File: src/rtl/tomasulo_pkg.sv
// Shared definitions for the Tomasulo functional units: op encodings, default
// tag width and the width of the CDB result record {tag, data[, ovf]}.
// Pure declarations; no logic, no latency, no flow control.
// Build option: ADDER_OVF_EN adds a 1-bit signed-overflow flag to the record.
package tomasulo_pkg;

  localparam logic OP_ADD    = 1'b0;
  localparam logic OP_SUB    = 1'b1;
  localparam int   TAG_W_DEF = 3;

`ifdef ADDER_OVF_EN
  localparam int OVF_W = 1;
`else
  localparam int OVF_W = 0;
`endif

  // Record is packed MSB..LSB as {tag, data[, ovf]}.
  function automatic int result_rec_w(input int width, input int tag_w);
    return tag_w + width + OVF_W;
  endfunction

endpackage

File: src/rtl/adder_unit_pipe_if.sv
// Issue and CDB signal bundle between reservation station / arbiter and the adder unit.
// Latency: none (wires only).
// Backpressure: issue_ready throttles the station; cdb_gnt throttles result broadcast.
// Ports: master = station+arbiter side (drives issue_*, cdb_gnt); slave = adder unit side.
// Build option: ADDER_OVF_EN adds cdb_ovf.
import tomasulo_pkg::*;

interface adder_unit_pipe_if #(
  parameter int WIDTH = 16,
  parameter int TAG_W = TAG_W_DEF
);
  logic             issue_valid;
  logic             issue_ready;
  logic             issue_op;
  logic [WIDTH-1:0] issue_a;
  logic [WIDTH-1:0] issue_b;
  logic [TAG_W-1:0] issue_tag;
  logic             cdb_req;
  logic             cdb_gnt;
  logic [WIDTH-1:0] cdb_data;
  logic [TAG_W-1:0] cdb_tag;
`ifdef ADDER_OVF_EN
  logic             cdb_ovf;
`endif

  modport master (
    output issue_valid, issue_op, issue_a, issue_b, issue_tag, cdb_gnt,
    input  issue_ready, cdb_req, cdb_data, cdb_tag
`ifdef ADDER_OVF_EN
    , cdb_ovf
`endif
  );

  modport slave (
    input  issue_valid, issue_op, issue_a, issue_b, issue_tag, cdb_gnt,
    output issue_ready, cdb_req, cdb_data, cdb_tag
`ifdef ADDER_OVF_EN
    , cdb_ovf
`endif
  );
endinterface

File: src/rtl/adder_unit_pipe_cdb_result_fifo.sv
// Synchronous result FIFO holding completed CDB records until granted.
// Latency: push visible at dout one edge later when empty; dout is the current head (no read latency).
// Backpressure: none internally; caller must not push when full unless popping the same cycle.
// Ports: Clock, Resetn (async active-low), push/din, pop/dout, full, empty, count.
module cdb_result_fifo #(
  parameter int DEPTH  = 2,
  parameter int DATA_W = 8
) (
  input  logic                       Clock,
  input  logic                       Resetn,
  input  logic                       push,
  input  logic [DATA_W-1:0]          din,
  input  logic                       pop,
  output logic [DATA_W-1:0]          dout,
  output logic                       full,
  output logic                       empty,
  output logic [$clog2(DEPTH+1)-1:0] count
);

  localparam int PTR_W = (DEPTH > 1) ? $clog2(DEPTH) : 1;
  localparam int CNT_W = $clog2(DEPTH + 1);

  logic [DATA_W-1:0] mem [DEPTH];
  logic [PTR_W-1:0]  rd_ptr;
  logic [PTR_W-1:0]  wr_ptr;
  logic              do_push;
  logic              do_pop;

  // Pointers wrap at DEPTH, which need not be a power of two.
  function automatic logic [PTR_W-1:0] ptr_next(input logic [PTR_W-1:0] p);
    return (p == PTR_W'(DEPTH - 1)) ? '0 : p + 1'b1;
  endfunction

  assign empty   = (count == '0);
  assign full    = (count == CNT_W'(DEPTH));
  assign do_pop  = pop && !empty;
  // A push into a full FIFO is accepted only when the head leaves in the same cycle.
  assign do_push = push && (!full || do_pop);
  assign dout    = mem[rd_ptr];

  always_ff @(posedge Clock or negedge Resetn) begin
    if (!Resetn) begin
      rd_ptr <= '0;
      wr_ptr <= '0;
      count  <= '0;
      for (int i = 0; i < DEPTH; i++) mem[i] <= '0;
    end else begin
      if (do_push) begin
        mem[wr_ptr] <= din;
        wr_ptr      <= ptr_next(wr_ptr);
      end
      if (do_pop) rd_ptr <= ptr_next(rd_ptr);
      if (do_push && !do_pop)      count <= count + 1'b1;
      else if (!do_push && do_pop) count <= count - 1'b1;
    end
  end

  a_no_overflow: assert property (@(posedge Clock) disable iff (!Resetn) (push && full) |-> pop);

endmodule

File: src/rtl/adder_unit_pipe.sv
// Pipelined integer add/sub unit: issue from the reservation station, broadcast {tag, result} on the CDB.
// Latency: issue fire at edge t -> result in output FIFO at edge t+LATENCY; one issue per cycle.
// Backpressure: credit counter caps ops in flight at OUTBUF_DEPTH; pipeline never stalls, FIFO waits for cdb_gnt.
// Ports: Clock, Resetn (async active-low), au (adder_unit_pipe_if.slave: issue_*, cdb_*), busy.
// Build option: ADDER_OVF_EN carries signed overflow to au.cdb_ovf.
module adder_unit_pipe
  import tomasulo_pkg::*;
#(
  parameter int WIDTH        = 16,
  parameter int TAG_W        = TAG_W_DEF,
  parameter int LATENCY      = 2,
  parameter int OUTBUF_DEPTH = 2
) (
  input  logic              Clock,
  input  logic              Resetn,
  adder_unit_pipe_if.slave  au,
  output logic              busy
);

  localparam int CNT_W = $clog2(OUTBUF_DEPTH + 1);
  localparam int REC_W = result_rec_w(WIDTH, TAG_W);

  typedef struct packed {
    logic [TAG_W-1:0] tag;
    logic [WIDTH-1:0] data;
`ifdef ADDER_OVF_EN
    logic             ovf;
`endif
  } res_t;

  logic [CNT_W-1:0]   inflight;
  logic               issue_fire;
  logic               cdb_fire;
  logic [WIDTH-1:0]   s1_sum;
  res_t               s1_rec;
  logic [LATENCY-1:0] p_vld;
  res_t               p_rec [LATENCY];
  res_t               head;
  logic               fifo_full;
  logic               fifo_empty;
  logic [CNT_W-1:0]   fifo_count;

  // Ready depends only on the credit register, so cdb_gnt never reaches issue_ready.
  assign au.issue_ready = (inflight < CNT_W'(OUTBUF_DEPTH));
  assign issue_fire     = au.issue_valid && au.issue_ready;
  assign cdb_fire       = au.cdb_req && au.cdb_gnt;
  assign busy           = (inflight != '0);

  // Stage-1 arithmetic, modulo 2^WIDTH.
  always_comb begin
    s1_sum = '0;
    unique case (au.issue_op)
      OP_ADD:  s1_sum = au.issue_a + au.issue_b;
      OP_SUB:  s1_sum = au.issue_a - au.issue_b;
      default: s1_sum = '0;
    endcase
  end

  always_comb begin
    s1_rec      = '0;
    s1_rec.tag  = au.issue_tag;
    s1_rec.data = s1_sum;
`ifdef ADDER_OVF_EN
    // Overflow when the effective operands share a sign that the result does not.
    // For SUB the effective B sign is inverted.
    s1_rec.ovf  = (au.issue_a[WIDTH-1] == (au.issue_b[WIDTH-1] ^ (au.issue_op == OP_SUB)))
               && (s1_sum[WIDTH-1] != au.issue_a[WIDTH-1]);
`endif
  end

  // Delay line: stage 0 captures the computed record, later stages only shift it.
  always_ff @(posedge Clock or negedge Resetn) begin
    if (!Resetn) begin
      p_vld <= '0;
      for (int i = 0; i < LATENCY; i++) p_rec[i] <= '0;
    end else begin
      p_vld[0] <= issue_fire;
      if (issue_fire) p_rec[0] <= s1_rec;
      for (int i = 1; i < LATENCY; i++) begin
        p_vld[i] <= p_vld[i-1];
        p_rec[i] <= p_rec[i-1];
      end
    end
  end

  always_ff @(posedge Clock or negedge Resetn) begin
    if (!Resetn) begin
      inflight <= '0;
    end else if (issue_fire && !cdb_fire) begin
      inflight <= inflight + 1'b1;
    end else if (!issue_fire && cdb_fire) begin
      inflight <= inflight - 1'b1;
    end
  end

  cdb_result_fifo #(
    .DEPTH  (OUTBUF_DEPTH),
    .DATA_W (REC_W)
  ) u_fifo (
    .Clock  (Clock),
    .Resetn (Resetn),
    .push   (p_vld[LATENCY-1]),
    .din    (p_rec[LATENCY-1]),
    .pop    (cdb_fire),
    .dout   (head),
    .full   (fifo_full),
    .empty  (fifo_empty),
    .count  (fifo_count)
  );

  assign au.cdb_req  = !fifo_empty;
  assign au.cdb_data = head.data;
  assign au.cdb_tag  = head.tag;
`ifdef ADDER_OVF_EN
  assign au.cdb_ovf  = head.ovf;
`endif

  // Every buffered result still holds a credit, so a full FIFO implies no free credit.
  a_credit_covers_fifo: assert property (@(posedge Clock) disable iff (!Resetn) fifo_count <= inflight);
  a_full_blocks_issue:  assert property (@(posedge Clock) disable iff (!Resetn) fifo_full |-> !au.issue_ready);

endmodule
File: src/flat_wrapper.sv
// flat-port wrapper written by rule: the top's interface ports become plain ports
module adder_unit_pipe_flat import tomasulo_pkg::*;
#(
  parameter int WIDTH        = 16,
  parameter int TAG_W        = TAG_W_DEF,
  parameter int LATENCY      = 2,
  parameter int OUTBUF_DEPTH = 2
)
  (Clock, Resetn, busy, au_issue_valid, au_issue_op, au_issue_a, au_issue_b, au_issue_tag, au_cdb_gnt, au_issue_ready, au_cdb_req, au_cdb_data, au_cdb_tag);
  adder_unit_pipe_if #(.WIDTH(WIDTH), .TAG_W(TAG_W)) au_i ();
  input  logic Clock;
  input  logic Resetn;
  output logic busy;
  input wire logic [$bits(au_i.issue_valid)-1:0] au_issue_valid;
  input wire logic [$bits(au_i.issue_op)-1:0] au_issue_op;
  input wire logic [$bits(au_i.issue_a)-1:0] au_issue_a;
  input wire logic [$bits(au_i.issue_b)-1:0] au_issue_b;
  input wire logic [$bits(au_i.issue_tag)-1:0] au_issue_tag;
  input wire logic [$bits(au_i.cdb_gnt)-1:0] au_cdb_gnt;
  output wire logic [$bits(au_i.issue_ready)-1:0] au_issue_ready;
  output wire logic [$bits(au_i.cdb_req)-1:0] au_cdb_req;
  output wire logic [$bits(au_i.cdb_data)-1:0] au_cdb_data;
  output wire logic [$bits(au_i.cdb_tag)-1:0] au_cdb_tag;
  assign au_i.issue_valid = au_issue_valid;
  assign au_i.issue_op = au_issue_op;
  assign au_i.issue_a = au_issue_a;
  assign au_i.issue_b = au_issue_b;
  assign au_i.issue_tag = au_issue_tag;
  assign au_i.cdb_gnt = au_cdb_gnt;
  assign au_issue_ready = au_i.issue_ready;
  assign au_cdb_req = au_i.cdb_req;
  assign au_cdb_data = au_i.cdb_data;
  assign au_cdb_tag = au_i.cdb_tag;
  adder_unit_pipe #(.WIDTH(WIDTH), .TAG_W(TAG_W), .LATENCY(LATENCY), .OUTBUF_DEPTH(OUTBUF_DEPTH)) u_core (.Clock(Clock), .Resetn(Resetn), .au(au_i), .busy(busy));
endmodule
File: config.mk
export PLATFORM = sky130hd
export DESIGN_NAME = adder_unit_pipe_flat
export DESIGN_NICKNAME = d
export VERILOG_FILES = /design/src/rtl/tomasulo_pkg.sv /design/src/rtl/adder_unit_pipe_if.sv /design/src/rtl/adder_unit_pipe_cdb_result_fifo.sv /design/src/rtl/adder_unit_pipe.sv /design/src/flat_wrapper.sv
export SDC_FILE = /design/constraint.sdc
export NUM_CORES = 1
export LEC_CHECK = 0
export BUFFER_PORTS_ARGS = -buffer_cell sky130_fd_sc_hd__buf_4
export CORE_ASPECT_RATIO = 0.5
export CORE_MARGIN = 4
export CORE_UTILIZATION = 50
export CTS_BUF_LIST = sky130_fd_sc_hd__clkbuf_2 sky130_fd_sc_hd__clkbuf_4 sky130_fd_sc_hd__clkbuf_8
export DETAILED_ROUTE_END_ITERATION = 7
export GPL_TIMING_DRIVEN = 0
export HOLD_SLACK_MARGIN = 0.03
export PLACE_DENSITY = 0.74
export SETUP_SLACK_MARGIN = 0.1
export SLEW_MARGIN = 20
export SYNTH_ARGS = -nofsm -noshare
export SYNTH_HDL_FRONTEND = slang
export SYNTH_SLANG_ARGS = --single-unit
File: constraint.sdc
create_clock -name Clock -period 1.6 [get_ports Clock]
set_input_delay 0.24 -clock Clock [delete_from_list [all_inputs] [get_ports Clock]]
set_output_delay 0.24 -clock Clock [all_outputs]
set_load 0.01 [all_outputs]
After elaboration in Yosys (flattened, before gate mapping)
Index checks and enable logic that the tools add are counted.
Storage, ports and cells
  register bits after elaboration: 84
  input port bits: 40
  output and inout bits: 22
  word-level logic and storage cells: 60
Operators by class
  $add $sub $neg: 8
  magnitude comparators: 4
  equal/unequal tests: 1
  multiplexer cells: 13
  bitwise operators: 3
  reduce and logical (&&, ||, !) cells: 20
Operators by type and width (count)
  $mux 19: 4
  $bwmux 38: 1
  $pmux 16 s2: 1
  $demux 19 s1: 1
  $add 16x16->16: 1
  $sub 16x16->16: 1
  $logic_and 1x1->1: 9
  $mux 2: 4
  $logic_not 1->1: 6
  $reduce_bool 2->1: 3
  $add 2x1->2 const B: 2
  $ge 2x2->1 const B: 2
  $not 1->2: 2
  $sub 2x1->2 const B: 2
  $add 1x1->1 const B: 2
  $eq 2x2->1 const B: 1
  $logic_not 2->1: 1
  $lt 2x1->1 const B: 1
  $lt 2x2->1 const B: 1
  $mux 1: 2
  $logic_or 1x1->1: 1
  $not 1->1: 1

Longest topological paths before layout
  depth in word-level cells: 10
  gate-level depth with buffers: 14

Hierarchy
Synthesis repeated with hierarchy kept, for this count alone.
Unflattened totals
  cell total of the unflattened synthesis: 373
  area total of the unflattened synthesis: 4403.0 um^2
Modules (own cells, without submodules)
  adder_unit_pipe: instances 1, cells an instance 254, area an instance 2493.6 um^2
  cdb_result_fifo: instances 1, cells an instance 119, area an instance 1909.3 um^2

Least setup slack after synthesis
OpenSTA, ideal clock, no wires.
  kind: input to register
  start: input au_issue_b[0]
  end: register u_core.p_rec[33] in the netlist's numbering
  data arrival time: 2.477 ns
  data required time: 1.469 ns
  slack: -1.009 ns
  stages: 14
  path buffers: 0
  cell sequence: inv_1 -> ha_1 -> nor2b_1 -> nand2_1 -> nor2_1 -> a21oi_1 -> xnor2_1 -> ha_1 -> a21o_1 -> a21o_1 -> a2111oi_1 -> o41ai_1 -> xnor2_1 -> o21ai_1
On the way
  longest elaborated chain between the ends: 2
  elaborated cells on any way between the ends: 3
  those cells by class: add/sub (2); mux (1)
Ends and longest elaborated chain
  start: declaration: line flat_wrapper.sv:17  | input wire logic [$bits(au_i.issue_b)-1:0] au_issue_b;
  $sub 16x16->16 or $add 16x16->16 (tied branches): line adder_unit_pipe.sv:54, adder_unit_pipe.sv:53
  $pmux 16 s2 (*): line adder_unit_pipe.sv:52  | unique case (au.issue_op)
  end signal: indexed assignment: line adder_unit_pipe.sv:81  | p_rec[i] <= p_rec[i-1];
  end: declaration: line adder_unit_pipe.sv:37  | res_t p_rec [LATENCY];
Mark *: on every way between the ends. The rest lies on a longest branch, timed or not.
A chain may end at the register's enable or synchronous reset.

Worst setup path in the final report
  start: input au_issue_b[6]
  end: register u_core.p_rec[32] in the netlist's numbering
Same word-level chain as after synthesis.

==> metrics.yaml <==
drc: 0
cts_tree: "done"
cts_root_buf: "clkbuf_8"
die_h_microns: 72.9
vdd_ir_drop_max_mv: 0.401
synth_nets: 421
synth_area_leader_cell: "dfrtp_1"
vias_per_cell: 5.44
drt_wl_total_mm: 11.1
syn_avg_cell_area_sq_um: 11.6
synth_most_common_cell: "dfrtp_1"
clock_path_buffers: 2
track_usage_pct: 22.7
fmax_mhz: 425
layout-drive-gt1-share_pct: 56.8
dieArea_sq_mm: 0.0100
status: "complete, but fails checks"
hpwl_mm: 6.42
gp_congestion: 0.905
hold-path-cell-count: 3
fin_skew_ns: 0.00589
grt_max_degree: 85
period_share_pct: 147
yosysSeqAreaShare_pct: 49.9
fill_cells: 460
setup_viol: 30
cts.sinks: 84
synthTopCellsByArea: "dfrtp_1 50%, mux2_2 15%, ha_1 5.3%"
netlist.area_leader.share_pct: 49.9
synth_ff_type: "dfrtp_1"
max-slew-margin-rel_pct: 52.2
hold_viol: 0
cts_buffers: 9
regArea_sq_mm: 0.00210
postLayoutCoreUtil_pct: 78.6
vias: 3289
clk_pin_slew_ns: 0.08
crit_path_end_kind: "flip-flop"
worst_hold_path_type: "input pin to flip-flop"
grt_pass1_wl_mm: 17.3
grt_setup_unrepaired: "yes"
ys_ff_latch: 84
first_global_vias: 3469
clk_latency_ns: 0.34
r2r-start: "u_core.u_fifo.count[1]"
cellLeakagePower_uw: 0.00302
fp-row-count: 23
drtAntennaViolNets: 0
maxCapViolCount: 0
antenna_found_initial: 0
wire_per_inst_microns: 18.4
syn-cell-area_sq_mm: 0.00421
initial_utilization_pct: 52.1
grt_overflow_total: 0
reg2reg_slack_ns: 0.01
ff2ff_path_depth: 6
synth_edf_count: 0
drv_slew: 0
synth_cells: 362
hold_path_startpoint: "au_issue_tag[2]"
tightest_slew_ns: 0.717
crit_required_ns: 1.89
finalSetupTns_ns: -7.32
drtIter0Drc: 189
port_buffers: 61
violations: "negative setup slack"
h-tree-depth: 3
multi_input_comb_area_sq_mm: 0.00261
yosys-top-cells-count: "84 x dfrtp_1, 58 x mux2_2, 35 x nand2_1"
critPathLaunchType: "input pin"
yosys_warnings: 0
detailedRoute.firstPassIterationCount: 4
path_class: "input pin to flip-flop"
cp.arrival_ns: 2.64
ioPinCount: 62
n_antenna_cell: 0
powerDensity_mw_per_mm2: 721
async_reset_ff_share_pct: 100
area_growth_pct: 50.7
worstHoldEndpoint: "u_core.p_rec[37]"
synthDistinctLibCells: 48
setup_ws_ns: -0.751
nets: 548
cp_max_fo: 5
die_width_microns: 138
r2r_end: "u_core.u_fifo.mem[29]"
core_sq_mm: 0.00809
min_period_ns: 2.35
## worst max-delay path by stage
stage                  startpoint  cells past startpoint  slack (ns)                to
floorplan           au_issue_b[8]                      9       -0.82  u_core.p_rec[33]
global placement    au_issue_b[1]                     15       -1.17  u_core.p_rec[33]
detailed placement  au_issue_b[8]                     12       -1.33  u_core.p_rec[34]
CTS                 au_issue_b[9]                     10       -0.69  u_core.p_rec[33]
global route        au_issue_b[1]                     15       -0.86  u_core.p_rec[33]
finish              au_issue_b[6]                     11       -0.75  u_core.p_rec[32]
## state kept, by name, summed over array words and instances (netlist names)
name,count
u_core.p_rec,38
u_core.u_fifo.mem,38
u_core.inflight,2
u_core.p_vld,2
u_core.u_fifo.count,2
u_core.u_fifo.rd_ptr,1
u_core.u_fifo.wr_ptr,1
## power breakdown
group / total, uW / internal (uW) / leakage [uW] / switching (uW)
Sequential: 2120 / 2120 / 0.00117 / 0
Combinational: 1150 / 559 / 0.00177 / 590
Clock: 1310 / 612 / 0.0000886 / 698
Total: 4580 / 3290 / 0.00302 / 1290
## metrics by stage
stage	total power [uW]	hold WS, ns	setup slack (ns)	cell area (sq um)	instances
floorplan	2670	-0.0556	-0.818	4410	362
detailed placement	2920	0.355	-1.33	5010	535
finish	4580	0.0946	-0.751	6350	605
global route	4780	0.0857	-0.861	6350	605
global placement	2890	0.332	-1.17	5010	535
CTS	4440	0.0636	-0.690	6120	592
## worst max-delay path: stages
cell     delay, ns
buf_8         0.10
or4_4         0.58
nor2_4        0.13
a21oi_1       0.09
xnor2_1       0.14
ha_2          0.39
nand2_1       0.09
nor2_1        0.22
a21oi_4       0.11
or4_1         0.47
nand3_1       0.08
## final cells by class
cell class                      instances  area share [%]
Inverter                               14            1.18
Clock inverter                          4           0.414
Clock buffer                           11            2.28
Timing Repair Buffer                  116            17.8
Multi-Input combinational cell        255            41.0
Buffer                                  9            1.93
Sequential cell                        84            33.1
Tap cell                              112            2.21
## cells in the final DEF (no fill, tap or decap), drive strengths merged, types with 2 or more instances in the layout
cell type / instances
nor2b: 3
mux2: 58
or3: 2
nand4: 3
clkbuf: 14
or2: 2
or4: 3
nand3: 2
xnor2: 25
nor3: 6
o31ai: 4
inv: 14
o21bai: 2
a211oi: 2
buf: 121
a21oi: 22
xor2: 9
clkinv: 3
o21ai: 18
nor2: 17
dfrtp: 84
o21a: 4
a21o: 5
ha: 18
nand2: 36
## timing repair
item,CTS,global route
gates resized for setup,138,34
buffers inserted,38,13
setup endpoints to repair,69,77
pin swaps,44,29
hold buffers,0,1
gates cloned,4,0
hold endpoints to repair,0,84
## kinds of logic after synthesis
group                    synth area share (%)
buffers and inverters                    2.26
AND/OR/NAND/NOR                          8.79
multiplexers                             15.7
XOR/XNOR                                 7.24
adder cells (fa/ha/maj)                  5.82
flip-flops                               49.9
AO/OA/AOI/OAI                            10.3
## routing by layer
metal / vias to the layer above / share of wire [%] / global-route usage (%)
li1: 1527 / - / -
met1: 1630 / 43 / 28.9
met2: 113 / 50 / 40.0
met3: 19 / 5.0 / 4.34
met4: 0 / 2.0 / 7.01
met5: - / 0 / 0
No activity file was read; power rests on OpenSTA's default activity.
